--- config.mk ---
export PLATFORM = sky130hd
export DESIGN_NAME = latency_capture
export DESIGN_NICKNAME = d
export VERILOG_FILES = /design/src/rtl/latency_capture.sv
export SDC_FILE = /design/constraint.sdc
export NUM_CORES = 1
export LEC_CHECK = 0
export BUFFER_PORTS_ARGS = -buffer_cell sky130_fd_sc_hd__buf_4
export CAP_MARGIN = 25
export CORE_AREA = 4 4 199 201
export CTS_CLUSTER_SIZE = 28
export DETAILED_ROUTE_END_ITERATION = 8
export DIE_AREA = 0 0 203 205
export SYNTH_ARGS = -nofsm -noshare
export SYNTH_HDL_FRONTEND = slang
export SYNTH_SLANG_ARGS = --single-unit
--- constraint.sdc ---
create_clock -name clk -period 9.1 [get_ports clk]
set_clock_uncertainty 0.1 [all_clocks]
set_input_delay 0.91 -clock clk [delete_from_list [all_inputs] [get_ports clk]]
set_output_delay 0.91 -clock clk [all_outputs]
set_load 0.01 [all_outputs]
--- src/rtl/latency_capture.sv ---
// latency_capture: CPU-bus display-to-sensor latency timer with a result FIFO.
// Defining LATCAP_MINMAX_EN adds min/max tracking of pushed results on addresses 6/7.
module latency_capture #(
    parameter int PRESCALE      = 5,
    parameter int FIFO_DEPTH    = 8,
    parameter int TIMEOUT_TICKS = 1000000
) (
    input  logic        clk,
    input  logic        reset_n,
    input  logic        cs,
    input  logic        rd,
    input  logic [1:0]  wr,
    input  logic [2:0]  address,
    input  logic [15:0] din,
    output logic [15:0] dout,
    input  logic        vblank,
    input  logic        hdmi_vblank,
    input  logic [6:0]  user_in,
    output logic        irq
);
    localparam int AW = $clog2(FIFO_DEPTH);
    localparam int CW = AW + 1;
    localparam int PW = (PRESCALE > 1) ? $clog2(PRESCALE) : 1;

    typedef enum logic [1:0] {IDLE, WAIT_START, MEASURE, HOLDOFF} state_t;

    state_t        state, state_n;
    logic [3:0]    s1, s2, prev;
    logic          sens_f, sens;
    logic [7:0]    fcnt, filt_q;
    logic [PW-1:0] pre;
    logic          tick;
    logic [31:0]   cnt, cnt_inc;
    logic [15:0]   hcnt, hold_q;
    logic [5:0]    ctrl;
    logic          irq_en, ovf, tmo, rd_d, we_d, we;
    logic          wr_lo, wr_hi, arm_off, start_ev, stop_ev;
    logic          push, push_ok, pop, full, end_ev, start_take, to_set;
    logic [3:0]    start_edges;
    logic [31:0]   mem [FIFO_DEPTH];
    logic [AW-1:0] wp, rp;
    logic [CW-1:0] count;
    logic [31:0]   head;
    logic [15:0]   mm_min, mm_max;
    logic          unused_ok;

    assign unused_ok   = ^user_in[6:2];
    assign we          = cs & |wr;
    assign wr_lo       = we & ~we_d & wr[0];
    assign wr_hi       = we & ~we_d & wr[1];
    assign arm_off     = wr_lo && address == 3'd0 && !din[0];
    assign sens        = (filt_q == 8'd0) ? s2[3] : sens_f;
    // Index 3 of start_edges is tied low: the reserved source never fires.
    assign start_edges = {1'b0, ctrl[4] ? prev[2:0] & ~s2[2:0] : s2[2:0] & ~prev[2:0]};
    assign start_ev    = start_edges[ctrl[3:2]];
    assign stop_ev     = ctrl[5] ? prev[3] & ~sens : sens & ~prev[3];
    assign tick        = pre == PW'(PRESCALE - 1);
    assign cnt_inc     = (tick && cnt != '1) ? cnt + 32'd1 : cnt;
    assign full        = count == CW'(FIFO_DEPTH);
    assign pop         = rd_d & ~rd & cs & (address == 3'd3) & (count != '0);
    assign push_ok     = push & (~full | pop);
    assign head        = (count != '0) ? mem[rp] : '0;

    always_ff @(posedge clk or negedge reset_n) begin
        if (!reset_n) begin
            s1     <= '0;
            s2     <= '0;
            prev   <= '0;
            sens_f <= 1'b0;
            fcnt   <= '0;
        end else begin
            s1   <= {user_in[0], user_in[1], hdmi_vblank, vblank};
            s2   <= s1;
            prev <= {sens, s2[2:0]};
            if (filt_q == 8'd0 || s2[3] == sens_f || fcnt + 8'd1 == filt_q) begin
                fcnt   <= '0;
                sens_f <= s2[3];
            end else
                fcnt <= fcnt + 8'd1;
        end
    end

    always_comb begin
        state_n    = state;
        push       = 1'b0;
        to_set     = 1'b0;
        end_ev     = 1'b0;
        start_take = 1'b0;
        case (state)
            IDLE:       state_n = ctrl[0] ? WAIT_START : IDLE;
            WAIT_START: begin
                start_take = start_ev;
                state_n    = start_ev ? MEASURE : WAIT_START;
            end
            MEASURE: if (stop_ev || cnt >= 32'(TIMEOUT_TICKS)) begin
                end_ev  = 1'b1;
                push    = stop_ev;
                to_set  = !stop_ev;
                state_n = !ctrl[1] ? IDLE : (hold_q == 16'd0) ? WAIT_START : HOLDOFF;
            end
            default:    state_n = (hcnt >= hold_q) ? WAIT_START : HOLDOFF;
        endcase
        if (arm_off) begin
            state_n    = IDLE;
            push       = 1'b0;
            to_set     = 1'b0;
            end_ev     = 1'b0;
            start_take = 1'b0;
        end
    end

    always_ff @(posedge clk or negedge reset_n) begin
        if (!reset_n) begin
            state  <= IDLE;
            ctrl   <= '0;
            irq_en <= 1'b0;
            hold_q <= '0;
            filt_q <= '0;
            ovf    <= 1'b0;
            tmo    <= 1'b0;
            rd_d   <= 1'b0;
            we_d   <= 1'b0;
            pre    <= '0;
            cnt    <= '0;
            hcnt   <= '0;
            wp     <= '0;
            rp     <= '0;
            count  <= '0;
            irq    <= 1'b0;
        end else begin
            state <= state_n;
            rd_d  <= rd;
            we_d  <= we;
            if (wr_lo && address == 3'd0)
                ctrl <= din[5:0];
            else if (end_ev && !ctrl[1])
                ctrl[0] <= 1'b0;
            if (wr_hi && address == 3'd0) irq_en <= din[8];
            if (wr_lo && address == 3'd4) hold_q[7:0] <= din[7:0];
            if (wr_hi && address == 3'd4) hold_q[15:8] <= din[15:8];
            if (wr_lo && address == 3'd5) filt_q <= din[7:0];
            ovf   <= (ovf & ~(wr_lo && address == 3'd1 && din[5])) | (push & full & ~pop);
            tmo   <= (tmo & ~(wr_lo && address == 3'd1 && din[6])) | to_set;
            pre   <= (start_take || end_ev || tick) ? '0 : pre + PW'(1);
            cnt   <= start_take ? '0 : (state == MEASURE) ? cnt_inc : cnt;
            hcnt  <= end_ev ? '0 : (state == HOLDOFF && tick) ? hcnt + 16'd1 : hcnt;
            wp    <= wp + AW'(push_ok);
            rp    <= rp + AW'(pop);
            count <= count + CW'(push_ok) - CW'(pop);
            irq   <= irq_en & (count != '0);
        end
    end

    always_ff @(posedge clk)
        if (push_ok) mem[wp] <= cnt_inc;

`ifdef LATCAP_MINMAX_EN
    logic [15:0] sat;
    assign sat = (cnt_inc[31:16] != 16'd0) ? 16'hFFFF : cnt_inc[15:0];

    // Dropped pushes still count toward min/max, so key on push rather than push_ok.
    always_ff @(posedge clk or negedge reset_n) begin
        if (!reset_n) begin
            mm_min <= 16'hFFFF;
            mm_max <= 16'h0000;
        end else if (wr_lo && address == 3'd1 && din[7]) begin
            mm_min <= 16'hFFFF;
            mm_max <= 16'h0000;
        end else if (push) begin
            if (sat < mm_min) mm_min <= sat;
            if (sat > mm_max) mm_max <= sat;
        end
    end
`else
    assign mm_min = '0;
    assign mm_max = '0;
`endif

    always_comb begin
        dout = 16'h0000;
        if (cs)
            case (address)
                3'd0:    dout = {7'd0, irq_en, 2'd0, ctrl};
                3'd1:    dout = {9'd0, tmo, ovf, 4'(count), state != IDLE};
                3'd2:    dout = head[31:16];
                3'd3:    dout = head[15:0];
                3'd4:    dout = hold_q;
                3'd5:    dout = {8'd0, filt_q};
                3'd6:    dout = mm_min;
                default: dout = mm_max;
            endcase
    end
endmodule

== After elaboration in Yosys (flattened, before gate mapping) ==
Memory sizes are Yosys's and may differ from the RTL's.
Cells that the tools add are included.
Word-level totals
  register bits: 120
  latch bits: 0
  memory bits (writable): 256
  bits in read-only memories: 0
  bits of input ports: 34
  output and inout port bits: 17
  logic and storage cells: 148
  memories: 1
Cells by class
  add/subtract/negate cells: 8
  $mul: 0
  divide/modulo/power cells: 0
  $lt $le $gt $ge: 3
  eq/ne operators: 14
  shift-type cells: 0
  multiplexer cells: 38
  bitwise gates (word level): 31
  reduce and logical (&&, ||, !) cells: 30
Memories
  mem: words 8, width 32, rd ports 1, clocked after Yosys merged registers in 0, write ports 1, line 40  | logic [31:0] mem [FIFO_DEPTH];
Operator list (count)
  2-to-1 mux 32 bit: 4
  one-hot mux 16 bit (6 select lines): 1
  2-to-1 mux 16 bit: 3
  adder 32 x 1 -> 32 bit, second input constant: 1
  greater-or-equal comparator 32 x 20 -> 1 bit, second input constant: 1
  != test 32 bit, second input constant: 1
  2-to-1 mux 1 bit: 19
  adder 16 x 1 -> 16 bit, second input constant: 1
  bitwise AND 1 bit: 16
  greater-or-equal comparator 16 bit: 1
  logical NOT 16 bit: 1
  logical AND 1 bit: 12
  2-to-1 mux 2 bit: 6
  == test 3 bit, second input constant: 3
  adder 8 x 1 -> 8 bit, second input constant: 1
  == test 8 bit: 1
  logical NOT 8 bit: 1
  2-to-1 mux 8 bit: 1
  inverter 1 bit: 8
  nonzero test 2 bit: 4
  adder 3 x 1 -> 3 bit: 2
  bitwise AND 3 bit: 2
  == test 3 x 2 -> 1 bit, second input constant: 2
  2-to-1 mux 3 bit: 2
  other kinds (20): 30

== Longest topological paths before layout ==
  word-level depth: 12
  depth in mapped cells: 10
  gate-level depth less buffers: 9

== Least setup slack after synthesis ==
OpenSTA, ideal clock, no wires.
  path type: input-to-reg
  from: input port address[2]
  to: memory mem[0][0] (enable)
  library setup time: 468 ps
  arrival time: 4591 ps
  data required time: 8532 ps
  setup slack: 3941 ps
  stages: 6
  path buffers: 1
  path through: buf_6 nand3b_4 or3_1 o211a_1 nor4_1 nor3b_1
Between the ends
  longest elaborated chain between the ends: 7
  elaborated cells between the ends (all ways): 11
  classes of those cells: eq/ne: 1; mux: 3; bitwise: 4; reduce/logical: 3
Ends and longest elaborated chain
  start: declaration: line 13  | input logic [2:0] address,
  == test 3 x 2 -> 1 bit or logical NOT 3 bit (tied branches): line 60, 51
  bitwise AND 1 bit or logical AND 1 bit (tied branches) (2 in series): line 60, 51
  bitwise OR 1 bit or 2-to-1 mux 1 bit (tied branches): line 61, 103
  bitwise AND 1 bit (*): line 61  | assign push_ok = push & (~full | pop);
  2-to-1 mux 1 bit (*): line 155  | if (push_ok) mem[wp] <= cnt_inc;
  2-to-1 mux 1 bit (not written as such) (*): line 155
  end: declaration: line 40
Every way passes the cells marked *; elsewhere a longest branch is shown, timed or not.

== Final worst setup path ==
  from: register rp[0]
  to: output port dout[14]
Between the ends
  longest elaborated chain between the ends: 4
Ends and longest elaborated chain
  start: declaration: line 41  | logic [AW-1:0] wp, rp;
  start signal: assignment: line 148  | rp <= rp + AW'(pop);
  memory (8 x 32 bit)
  2-to-1 mux 32 bit: line 62  | assign head = (count != '0) ? mem[rp] : '0;
  one-hot mux 16 bit (6 select lines): line 182  | case (address)
  2-to-1 mux 16 bit: line 181  | if (cs)
  end: declaration: line 15  | output logic [15:0] dout,
No other way between the ends.

==> results.py <==
metrics = {
    "placed_design": {
        "portBuffers": 45,
        "placedCellCount": 1662,
        "placed_cell_area_um2": 17780,
        "dp_hpwl_mm": 23.26,
        "gp_congestion": 0.8221,
    },
    "sta": {
        "setup_viol": 0,
        "finalCritPeriodShare_pct": 52.07,
        "tns_ns": 0,
        "rsz0062_at_grt": "false",
        "tightest_slew_ns": 1.026,
        "min_period_ns": 4.738,
        "slew_violations": 0,
        "timing.fmax_mhz": 211.0,
        "holdWs_ns": 0.1105,
        "slew_headroom_pct": 31.59,
        "hold_viol": 0,
    },
    "run": {
        "cap_violations": 0,
    },
    "logic_synthesis": {
        "syn_nets": 1222,
        "synth_area_leader_cell": "edfxtp_1",
        "yosysWarningCount": 0,
        "syn_area_per_cell_um2": 14.65,
        "synth_fa_ha_area_share_pct": 2.485,
        "synth_seq_cells": 376,
        "synth_top_area_share_pct": 45.43,
        "synth_top_family_by_area": "multiplexers",
        "synth_cells": 1155,
        "seq_area_frac_synth_pct": 63.18,
        "ys_types": 75,
        "ys_async_sr_fraction_pct": 31.91,
        "synth_edf_count": 256,
        "netlist_area_um2": 16920,
        "synthSimpleGateAreaFrac_pct": 8.896,
        "synth_area_leaders": "edfxtp_1, dfrtp_1, mux4_2",
        "synth_compound_area_share_pct": 7.010,
        "synthFlopType": "edfxtp_1",
        "muxShareOfSynthArea_pct": 12.64,
        "synth_xor_area_share_pct": 3.342,
    },
    "die": {
        "dieHeight_um": 205,
        "dieArea_um2": 41620,
        "rows": 71,
        "ios": 51,
        "die_x_um": 203,
        "floorplan.initialDensity_pct": 45.03,
        "coreArea_um2": 37580,
    },
    "critical_path": {
        "start_kind": "flop",
        "path_max_fanout": 34,
        "crit_type": "flop to output pin",
        "worstPathRequired_ns": 8.09,
        "crit_arrival_ns": 3.73,
        "crit_path_end_kind": "output pin",
    },
    "route": {
        "vias": 9810,
        "wl_per_cell_um": 22.08,
        "firstDrtPassIters": 5,
        "wl_mm": 38.43,
        "drtAntennaViolNets": 0,
        "drt_iter0_drc": 698,
        "avgViaCountPerCell": 5.638,
        "remaining_drc_errors": 0,
    },
    "clock_network": {
        "cts_tree": "yes",
        "cts_buffers": 41,
        "post-cts-setup-buffers": 0,
        "clk_pin_slew_ns": 0.06,
        "cts_root_buffer": "clkbuf_16",
        "htreeDepth": 2,
        "insertion_delay_ns": 0.55,
        "cts.sinks": 376,
        "clock_path_buffers": 3,
        "hold_buffers": 0,
        "cts-resized-gates": 0,
    },
    "global_routing": {
        "grt_overflow": 0,
        "gr-usage-all-layers_pct": 18.85,
        "antenna_found_initial": 0,
        "grt_pass1_wl_mm": 60.74,
        "grt_max_degree": 75,
        "grt_pass1_vias": 9979,
    },
    "run_status": {
        "outcome": "completed",
    },
    "pwr": {
        "power_density_nw_per_um2": 257.2,
        "max-vdd-ir-drop_mv": 0.1505,
        "leakagePower_uw": 0.006990,
    },
    "finish": {
        "regArea_um2": 10700,
        "areaGrowthSynthToFinish_pct": 13.30,
        "fin_area_um2": 19170,
        "mostFrequentLayoutCell": "edfxtp_1",
        "nets": 1263,
        "finalNonFillerCells": 1740,
        "drive_gt1_share_pct": 19.04,
        "n_antenna_cell": 0,
        "multiInputGateArea_um2": 5862,
        "n_fill_cell": 3189,
        "most-common-layout-cells": "edfxtp_1, dfrtp_1, mux4_2",
    },
    "min_path": {
        "hold_class": "input pin to async pin",
    },
}
-- Yosys cell counts, types with 11 or more instances --
cell type,number
nor4_1,13
a21oi_1,34
a31oi_1,11
xor2_1,24
and3_1,14
xnor2_1,38
edfxtp_1,256
o22ai_1,18
mux4_2,70
o31ai_1,18
nand4_1,14
nand3_1,30
inv_1,39
mux2_2,17
o21ai_0,46
buf_2,19
ha_1,32
nor2_1,60
clkbuf_1,34
mux2i_1,37
nand2_1,67
dfrtp_1,120
-- metal layers --
metal	GRT usage [%]	up-vias	wire length (um)
li1	-	4547	-
met5	0	-	0
met4	4.922	0	890
met3	2.802	56	1537
met2	29.83	194	18110
met1	27.69	5013	17890
-- area by class of cell --
class,instances,share of cell area [%]
Sequential cell,376,55.80
Timing Repair Buffer,60,2.559
Clock buffer,52,5.789
Clock inverter,24,1.175
Multi-Input combinational cell,678,30.58
Inverter,39,0.7637
Tap cell,511,3.335
-- worst paths after layout --
check	start	end	slack, ns	cells after the start
worst min-delay path	reset_n	hcnt[11]$_DFFE_PN0P_	0.11	1
min in group clk	s1[2]$_DFF_PN0_	s2[2]$_DFF_PN0_	0.25	0
worst min register to register	s1[2]$_DFF_PN0_	s2[2]$_DFF_PN0_	0.25	0
worst max register to register	filt_q[0]$_DFFE_PN0P_	mem[3][15]$_DFFE_PP_	5.73	7
worst max-delay path	rp[0]$_DFF_PN0_	dout[14]	4.36	7
max in group asynchronous	reset_n	rp[0]$_DFF_PN0_	7.41	3
-- state kept, by name (all words and copies together), names as in the netlist, 2 cells and up --
signal / cells
wp: 3
filt_q: 8
hold_q: 16
mem: 256
hcnt: 16
ctrl: 6
rp: 3
fcnt: 8
s1: 4
state: 2
cnt: 32
count: 4
s2: 4
pre: 3
prev: 4
-- critical path, cell delays in order, from the launching register on --
cell and delay (ns):
dfrtp_4 0.88, buf_4 0.67, mux4_2 0.59, mux2i_1 0.24, o22ai_1 0.24, a22oi_1 0.29, nor2_1 0.07, buf_4 0.17
-- cells by family after synthesis --
kind of cell / Yosys count
xor gates and xnor gates: 63
and+or+nand+nor: 276
adders and majority gates: 33
AOI/OAI and AO/OA: 182
DFF: 376
muxes: 124
buffers and inverters: 101
-- power breakdown --
part	switching, uW	internal [uW]
logic	552	523
registers	214	2000
clock network	667	978
total	1430	3500
-- stage by stage --
step / util (%) / worst slack [ns] / power (uW)
6_report: 51.01 / 4.362 / 4931
4_1_cts: 50.87 / 4.204 / 4990
3_5_place_dp: 47.31 / 4.786 / 3329
3_3_place_gp: 47.31 / 4.782 / 3305
5_1_grt: 51.01 / 4.062 / 5211
2_1_floorplan: - / 3.941 / 3016
(Power assumes the default switching activity.)
